### src/rtl/clock_disp_pkg.sv
// Shared types and segment tables for the MM:SS multiplexed display driver.
package clock_disp_pkg;

  typedef enum logic [1:0] {
    DIG0,  // seconds ones
    DIG1,  // seconds tens
    DIG2,  // minutes ones
    DIG3   // minutes tens
  } digit_state_t;

  localparam logic [6:0] SEG_DASH = 7'h40;

  // Active-high gfedcba encodings for 0..9
  localparam logic [6:0] SEG_LUT [10] = '{
    7'h3F, 7'h06, 7'h5B, 7'h4F, 7'h66,
    7'h6D, 7'h7D, 7'h07, 7'h7F, 7'h6F
  };

endpackage

### src/rtl/bcd_to_7seg.sv
// Combinational BCD digit to active-high gfedcba segments; invalid or >9 shows a dash.
module bcd_to_7seg
  import clock_disp_pkg::*;
(
  input  logic [3:0] digit,
  input  logic       invalid,
  output logic [6:0] seg
);

  always_comb begin
    seg = SEG_DASH;
    if (!invalid && digit <= 4'd9) begin
      seg = SEG_LUT[digit];
    end
  end

endmodule

### src/rtl/clock_display_driver.sv
// Scans MM:SS onto a 4-digit multiplexed 7-segment display from a per-frame time snapshot.
// Outputs are registered (1-cycle latency); no backpressure, inputs are sampled once per frame.
module clock_display_driver
  import clock_disp_pkg::*;
#(
  parameter int SCAN_DIV       = 1000,
  parameter int BLANK_CYC      = 2,
  parameter bit SEG_ACTIVE_LOW = 1'b1,
  parameter bit AN_ACTIVE_LOW  = 1'b1
) (
  input  logic       clk,
  input  logic       rst,
  input  logic [5:0] sec,
  input  logic [5:0] min,
  output logic [6:0] seg,
  output logic       dp,
  output logic [3:0] an
);

  localparam int DW = $clog2(SCAN_DIV);

  logic [DW-1:0] div_cnt;
  logic          tick;
  digit_state_t  state, state_nxt;

  logic [5:0]    snap_sec, snap_min;
  logic          load_pending;

  logic [3:0]    sec_ones, sec_tens, min_ones, min_tens;
  logic          sec_bad, min_bad;
  logic [3:0]    dig_val;
  logic          dig_bad;
  logic [6:0]    seg_act;
  logic [3:0]    an_act;
  logic          dp_act;
  logic          show;

  // Slot prescaler
  assign tick = (div_cnt == DW'(SCAN_DIV - 1));

  always_ff @(posedge clk or negedge rst) begin
    if (!rst) begin
      div_cnt <= '0;
    end else if (tick) begin
      div_cnt <= '0;
    end else begin
      div_cnt <= div_cnt + 1'b1;
    end
  end

  always_ff @(posedge clk or negedge rst) begin
    if (!rst) begin
      state <= DIG0;
    end else begin
      state <= state_nxt;
    end
  end

  always_comb begin
    state_nxt = state;
    if (tick) begin
      unique case (state)
        DIG0: state_nxt = DIG1;
        DIG1: state_nxt = DIG2;
        DIG2: state_nxt = DIG3;
        DIG3: state_nxt = DIG0;
      endcase
    end
  end

  // Reload at frame end so a frame never mixes two different times
  always_ff @(posedge clk or negedge rst) begin
    if (!rst) begin
      snap_sec     <= '0;
      snap_min     <= '0;
      load_pending <= 1'b1;
    end else begin
      load_pending <= 1'b0;
      if (load_pending || (state == DIG3 && tick)) begin
        snap_sec <= sec;
        snap_min <= min;
      end
    end
  end

  assign sec_ones = 4'(snap_sec % 6'd10);
  assign sec_tens = 4'(snap_sec / 6'd10);
  assign min_ones = 4'(snap_min % 6'd10);
  assign min_tens = 4'(snap_min / 6'd10);
  assign sec_bad  = (snap_sec > 6'd59);
  assign min_bad  = (snap_min > 6'd59);

  always_comb begin
    dig_val = sec_ones;
    dig_bad = sec_bad;
    an_act  = 4'b0001;
    unique case (state)
      DIG0: begin dig_val = sec_ones; dig_bad = sec_bad; an_act = 4'b0001; end
      DIG1: begin dig_val = sec_tens; dig_bad = sec_bad; an_act = 4'b0010; end
      DIG2: begin dig_val = min_ones; dig_bad = min_bad; an_act = 4'b0100; end
      DIG3: begin dig_val = min_tens; dig_bad = min_bad; an_act = 4'b1000; end
    endcase
    if (!show) begin
      an_act = 4'b0000;
    end
  end

  assign show   = (div_cnt >= DW'(BLANK_CYC));
  assign dp_act = show && (state == DIG2) && !snap_sec[0];

  bcd_to_7seg u_bcd (
    .digit   (dig_val),
    .invalid (dig_bad),
    .seg     (seg_act)
  );

  // Segments change during the blanked head of a slot, so no ghosting on the next digit
  always_ff @(posedge clk or negedge rst) begin
    if (!rst) begin
      seg <= {7{SEG_ACTIVE_LOW}};
      dp  <= SEG_ACTIVE_LOW;
      an  <= {4{AN_ACTIVE_LOW}};
    end else begin
      seg <= seg_act ^ {7{SEG_ACTIVE_LOW}};
      dp  <= dp_act ^ SEG_ACTIVE_LOW;
      an  <= an_act ^ {4{AN_ACTIVE_LOW}};
    end
  end

endmodule
### config.mk
export PLATFORM = sky130hd
export DESIGN_NAME = clock_display_driver
export DESIGN_NICKNAME = d
export VERILOG_FILES = /design/src/rtl/clock_disp_pkg.sv /design/src/rtl/bcd_to_7seg.sv /design/src/rtl/clock_display_driver.sv
export SDC_FILE = /design/constraint.sdc
export NUM_CORES = 1
export LEC_CHECK = 0
export ABC_AREA = 1
export CAP_MARGIN = 20
export CORE_ASPECT_RATIO = 1.4
export CORE_MARGIN = 1.5
export CORE_UTILIZATION = 50
export DETAILED_ROUTE_END_ITERATION = 16
export GPL_ROUTABILITY_DRIVEN = 0
export PLACE_DENSITY_LB_ADDON = 0.15
export SLEW_MARGIN = 20
export SYNTH_ARGS = -nofsm -noshare
export SYNTH_HDL_FRONTEND = slang
export SYNTH_SLANG_ARGS = --single-unit
### constraint.sdc
create_clock -name clk -period 4 [get_ports clk]
set_input_delay 0.4 -clock clk [delete_from_list [all_inputs] [get_ports clk]]
set_output_delay 0.4 -clock clk [all_outputs]
set_load 0.05 [all_outputs]
* Yosys cells after proc, flatten, opt, wreduce, memory -nomap -nowiden
Memories as Yosys holds them, arrays and structs flattened.
Index checks and enable logic that the tools add are counted.
** Word-level totals
- Register bits :: 37
- Memory bits (read-only) :: 112
- Bits of input ports :: 14
- Output and inout port bits :: 12
- Memories kept :: 1
** Operators by class
- Add/sub/neg operators :: 1
- Divide/modulo/power cells :: 4
- $lt $le $gt $ge :: 5
- Equality and inequality tests :: 4
- Multiplexer cells :: 9
- Bitwise operators :: 4
- Reduce and logical (&&, ||, !) cells :: 10
** Memories
- (name not given) :: words 16, width 7, rd ports 1, clocked after Yosys merged registers in 0, wr ports 0, line bcd_to_7seg.sv:13 : seg = SEG_LUT[digit];
** Operators with widths (count)
- $pmux 4 s4 :: 2
- $mux 7 :: 3
- $div 6x4->6 const B :: 2
- $gt 6x6->1 const B :: 2
- $mod 6x4->6 const B :: 2
- $add 10x1->10 const B :: 1
- $eq 10x10->1 const B :: 1
- $ge 10x2->1 const B :: 1
- $mux 10 :: 1
- $pmux 2 s4 :: 1
- $not 7->7 :: 1
- $ge 5x5->1 const B :: 1
- $not 4->5 :: 1
- $eq 2x2->1 const B :: 2
- $le 4x4->1 const B :: 1
- $logic_and 1x1->1 :: 4
- $mux 4 :: 1
- $not 4->4 :: 1
- $reduce_or 2->1 :: 2
- $eq 2x1->1 const B :: 1
- $logic_not 1->1 :: 2
- $logic_not 2->1 :: 1
- $pmux 1 s2 :: 1
- $logic_or 1x1->1 :: 1
- $not 1->1 :: 1

* Logic depth before layout (Yosys ltp)
- Depth after elaboration :: 8
- Mapped depth :: 20
- Depth with buffers taken out :: 20

* By module
A second synthesis with hierarchy kept.
** Unflattened totals
- Cells, all modules :: 303
- Area, all modules :: 2288.4 µm²
** Modules (own cells, without submodules)
- clock_display_driver :: times used 1, cells each 263, area each 2082.0 µm², sequential area each 942.2 µm²
- bcd_to_7seg :: times used 1, cells each 40, area each 206.4 µm², sequential area each 0.0 µm²

* Least setup slack after synthesis
Ideal clock, no wire load.
- Path kind :: reg2reg
- Start :: register state[0]
- End :: register seg[3]
- Setup time :: 81 ps
- Arrival :: 2674 ps
- Data required time :: 3919 ps
- Slack :: 1246 ps
- Stages on the path, launching flop included :: 19
- Path buffers :: 1
- Clock period less this slack :: 2754 ps
- Cells stage by stage :: dfrtp_1 ha_1 buf_6 o21ai_2 inv_2 ha_1 nand2_1 nand2_1 inv_2 nand2_1 nand2_1 nand2_1 nand3_2 a21oi_4 inv_1 ha_1 or2_1 nand2_1 nand2_1
** Between the ends
- Cells in the longest elaborated chain, start to end :: 8
- Elaborated cells between the ends (all ways) :: 17
- Those cells by class :: order compare (1); eq/ne (3); mux (5); bitwise (2); reduce/logical (5); memory (1)
** RTL lines
- start: declaration :: line clock_display_driver.sv:24 : digit_state_t state, state_nxt;
- start signal: assignment :: line clock_display_driver.sv:55 : state <= state_nxt;
- $eq 2x2->1 (tied with other cells) :: line clock_display_driver.sv:97 : unique case (state)
- $pmux 4 s4 :: line clock_display_driver.sv:97
- $not 4->5 (implied by the code) :: line bcd_to_7seg.sv:13
- $mem_v2 16x7
- $mux 7 (implied by the code) (2 in series) :: line bcd_to_7seg.sv:13
- $mux 7 (*) :: line bcd_to_7seg.sv:12 : if (!invalid && digit <= 4'd9) begin
- $not 7->7 (no line) (*)
- end signal: assignment :: line clock_display_driver.sv:120 : seg <= {7{SEG_ACTIVE_LOW}};
- end signal: assignment :: line clock_display_driver.sv:124 : seg <= seg_act ^ {7{SEG_ACTIVE_LOW}};
- end: declaration :: line clock_display_driver.sv:15 : output logic [6:0] seg,
Every way passes the cells marked *; elsewhere a longest branch is shown, timed or not. The select of a mux whose other input is x is not followed.
A chain may end at the register's enable or synchronous reset.

* Worst setup path in the final report
Ends and elaborated chain as after synthesis.

==> metrics <==
num ports 26; post-synthesis compound-gate area fraction 11.67%; Post-Place Cell Area 2582 sq um; buffers added on ports 25; share of synthesized registers carrying an async set or reset 100.0%; proportion of synthesized chip area in sequential cells 41.26%; Reg2Reg Capture Point seg[3]; mean instance size in the synthesized netlist 8.012 sq um; dominant combinational cell family by area after synthesis simple AND/OR/NAND/NOR gates; clock latency at the later pin of the worst-skew pair 0.29 ns; HPWL after detailed placement 3.204 mm; clock skew 0.005193 ns; critical-path maximum fanout 13; post-layout total power 1.021 mW; Synth area leaders sky130_fd_sc_hd__dfrtp_1 26%, sky130_fd_sc_hd__dfstp_2 15%, sky130_fd_sc_hd__nand2_1 14%; CP endpoint kind register; worst supply voltage drop on vdd 0.2639 mV; Layout Area Growth over Synthesis 16.82%; drt total wl 4.150 mm; largest area contributor in the netlist sky130_fd_sc_hd__dfrtp_1; Hold Crit Depth 2; Post-synth EDFFs 0; hold worst-path end dp; Die Span X 60.12 microns; achievable frequency 0.3308 GHz; post-route design area 2668 sq um; Gates resized, CTS repair 0; vias in the first global route 1770; total clock sinks 37; chip height 82.96 microns; endpoints failing hold 0; number of vias per cell after detailed routing 4.947; post-DR wirelength/cell 11.10 microns; GRT Util Overall 19.37%; post-synthesis share of cell area spent on full adders, half adders and majority gates 7.123%; net count of the mapped netlist 312; first-pass iteration count of the detailed router 4; Distinct cells, synth 38; clock slew seen by the registers of the worst setup and hold paths 0.07 ns; worst slew margin relative to its limit 63.43%; required time at the worst-slack endpoint 4.22 ns; Final Critical Period 3.023 ns; buffers inserted by post-CTS timing repair 0; Post-Route Utilization 61.90%; CP Data Arrival Time 3.24 ns; leading register cell type out of synthesis sky130_fd_sc_hd__dfrtp_1; simple-gate portion of the synthesized area 29.70%; Setup CP Type reg2reg; number of hold-repair buffers added at the cts stage 0; ANT nets after route 0; mux contribution to synthesized area 0.9863%; Max Cap Viol 0; power density relative to cell area 382.7 nW/um^2; Antenna Cells 0; initial standard-cell utilization of the core 52.99%; iteration-0 DRC count of the detailed router 67; core box area 4309 sq um; remaining design rule violation count 0; warnings from Yosys 0; number of antenna violations at the first check in global routing 0; CTS buffer count 5; maximum number of pins on one net before global-route repair 38; netlist area before placement 2283 sq um; leakage power summed over all cells 1.319 nW; class of the tightest hold or removal check reg2reg; maximum level of the CTS H-tree 2; share of layout cells above drive strength 1 18.15%; worst hold start snap_sec[0]; wire length of the first global-routing pass 7.596 mm; buffer type at the clock tree root sky130_fd_sc_hd__clkbuf_8; Die Area 4987 sq um; count of standard-cell rows 28; Worst Tran Pin Value 0.5486 ns; proportion of netlist area held by the largest area contributor 26.30%; startpoint kind of the worst setup timing path register; final net count 340; reg2reg path depth 18; post-synthesis cell count 285; setup repair after global routing missed its margin false; number of pins exceeding their max-slew limit in the final report 0; most common library cell in the layout ignoring fill and taps sky130_fd_sc_hd__nand2_1; outcome finished clean; vias post-DR 1850; post-synthesis register bit count 37; worst reg2reg setup slack 0.98 ns; launch instance of the worst register-to-register path state[0]; TritonCTS clock tree yes; total congestion overflow 0; maximum buffer depth of the clock tree 2; commonest cells after routing, fill and taps aside 84 x sky130_fd_sc_hd__nand2_1, 30 x sky130_fd_sc_hd__inv_1, 25 x sky130_fd_sc_hd__clkdlybuf4s50_1; summed negative setup slack over all endpoints 0 ns; number of setup violations in the final report 0; xor and xnor area share after synthesis 1.534%; crit share post-route 75.58%
[how the worst max path moves through the flow]
| stage | start | endpoint | slack (ns) | depth (start not counted) |
|---|---|---|---|---|
| 2_1_floorplan | state[0] | seg[3] | 1.25 | 18 |
| 3_3_place_gp | state[0] | seg[1] | 1.07 | 20 |
| 3_5_place_dp | state[0] | seg[3] | 0.98 | 18 |
| 4_1_cts | state[0] | seg[3] | 0.96 | 18 |
| 5_1_grt | state[0] | seg[3] | 0.65 | 18 |
| 6_report | state[0] | seg[3] | 0.98 | 18 |
[worst max-delay path, cell delays in order, from the launching register on]
cell,delay (ns)
sky130_fd_sc_hd__dfrtp_1,0.42
sky130_fd_sc_hd__ha_1,0.49
sky130_fd_sc_hd__nand2_1,0.12
sky130_fd_sc_hd__o21ai_2,0.12
sky130_fd_sc_hd__inv_2,0.07
sky130_fd_sc_hd__ha_1,0.27
sky130_fd_sc_hd__nand2_1,0.05
sky130_fd_sc_hd__nand2_1,0.13
sky130_fd_sc_hd__inv_2,0.03
sky130_fd_sc_hd__nand2_1,0.05
sky130_fd_sc_hd__nand2_1,0.06
sky130_fd_sc_hd__nand2_1,0.08
sky130_fd_sc_hd__nand3_2,0.09
sky130_fd_sc_hd__a21oi_4,0.24
sky130_fd_sc_hd__inv_1,0.10
sky130_fd_sc_hd__ha_1,0.29
sky130_fd_sc_hd__or2_1,0.23
sky130_fd_sc_hd__nand2_1,0.06
sky130_fd_sc_hd__nand2_1,0.05
[per-stage QoR]
step / instances / hold slack, ns / worst slack [ns]
after global placement: 366 / 0.4814 / 1.072
after global routing: 374 / 0.5254 / 0.6547
after CTS: 374 / 0.5042 / 0.9633
after floorplan: 285 / 0.1044 / 1.246
after detailed placement: 366 / 0.4746 / 0.9844
final: 374 / 0.4963 / 0.9769
[kinds of logic after synthesis]
kind of cell    after synthesis
mux                           2
compound gates               40
simple gates                146
other cells                   1
buf+inv                      42
xor+xnor                      4
fa+ha+maj                    13
flops                        37
[Yosys cell counts (all sizes together), types with 2 or more instances]
cell type / count
ha: 13
dfstp: 13
or2: 2
o21ai: 29
mux2: 2
nor2: 16
nand2: 94
inv: 37
o211ai: 2
nor3: 3
nand3: 24
xor2: 3
clkbuf: 3
buf: 2
nor4: 3
dfrtp: 24
a21oi: 4
[metal layers]
layer	routed length [microns]	up-vias	share of wire (%)	track usage, %
met3	112	2	2.7	3.738
met1	1859	844	45	25.25
li1	-	970	-	-
met4	42	0	1.0	6.667
met5	0	-	0	0
met2	2136	34	51	31.32
[final cells by class]
class,count,area (sq um)
fill,403,1642
multi-input combinational,206,1169
sequential,37,942.2
timing repair buffer,26,257.7
inverter,37,138.9
clock buffer,7,76.32
tap,60,75.07
clock inverter,1,8.758
[power breakdown]
group	total, mW	switching (mW)	internal (mW)
Clock	0.255	0.130	0.124
Combinational	0.325	0.214	0.111
Sequential	0.441	0.0137	0.427
[sequential cells by signal, summed over array words and instances, names as in the netlist]
name / count
seg: 7
snap_min: 6
dp: 1
load_pending: 1
snap_sec: 6
an: 4
div_cnt: 10
state: 2
No activity file was read; power rests on OpenSTA's default activity.
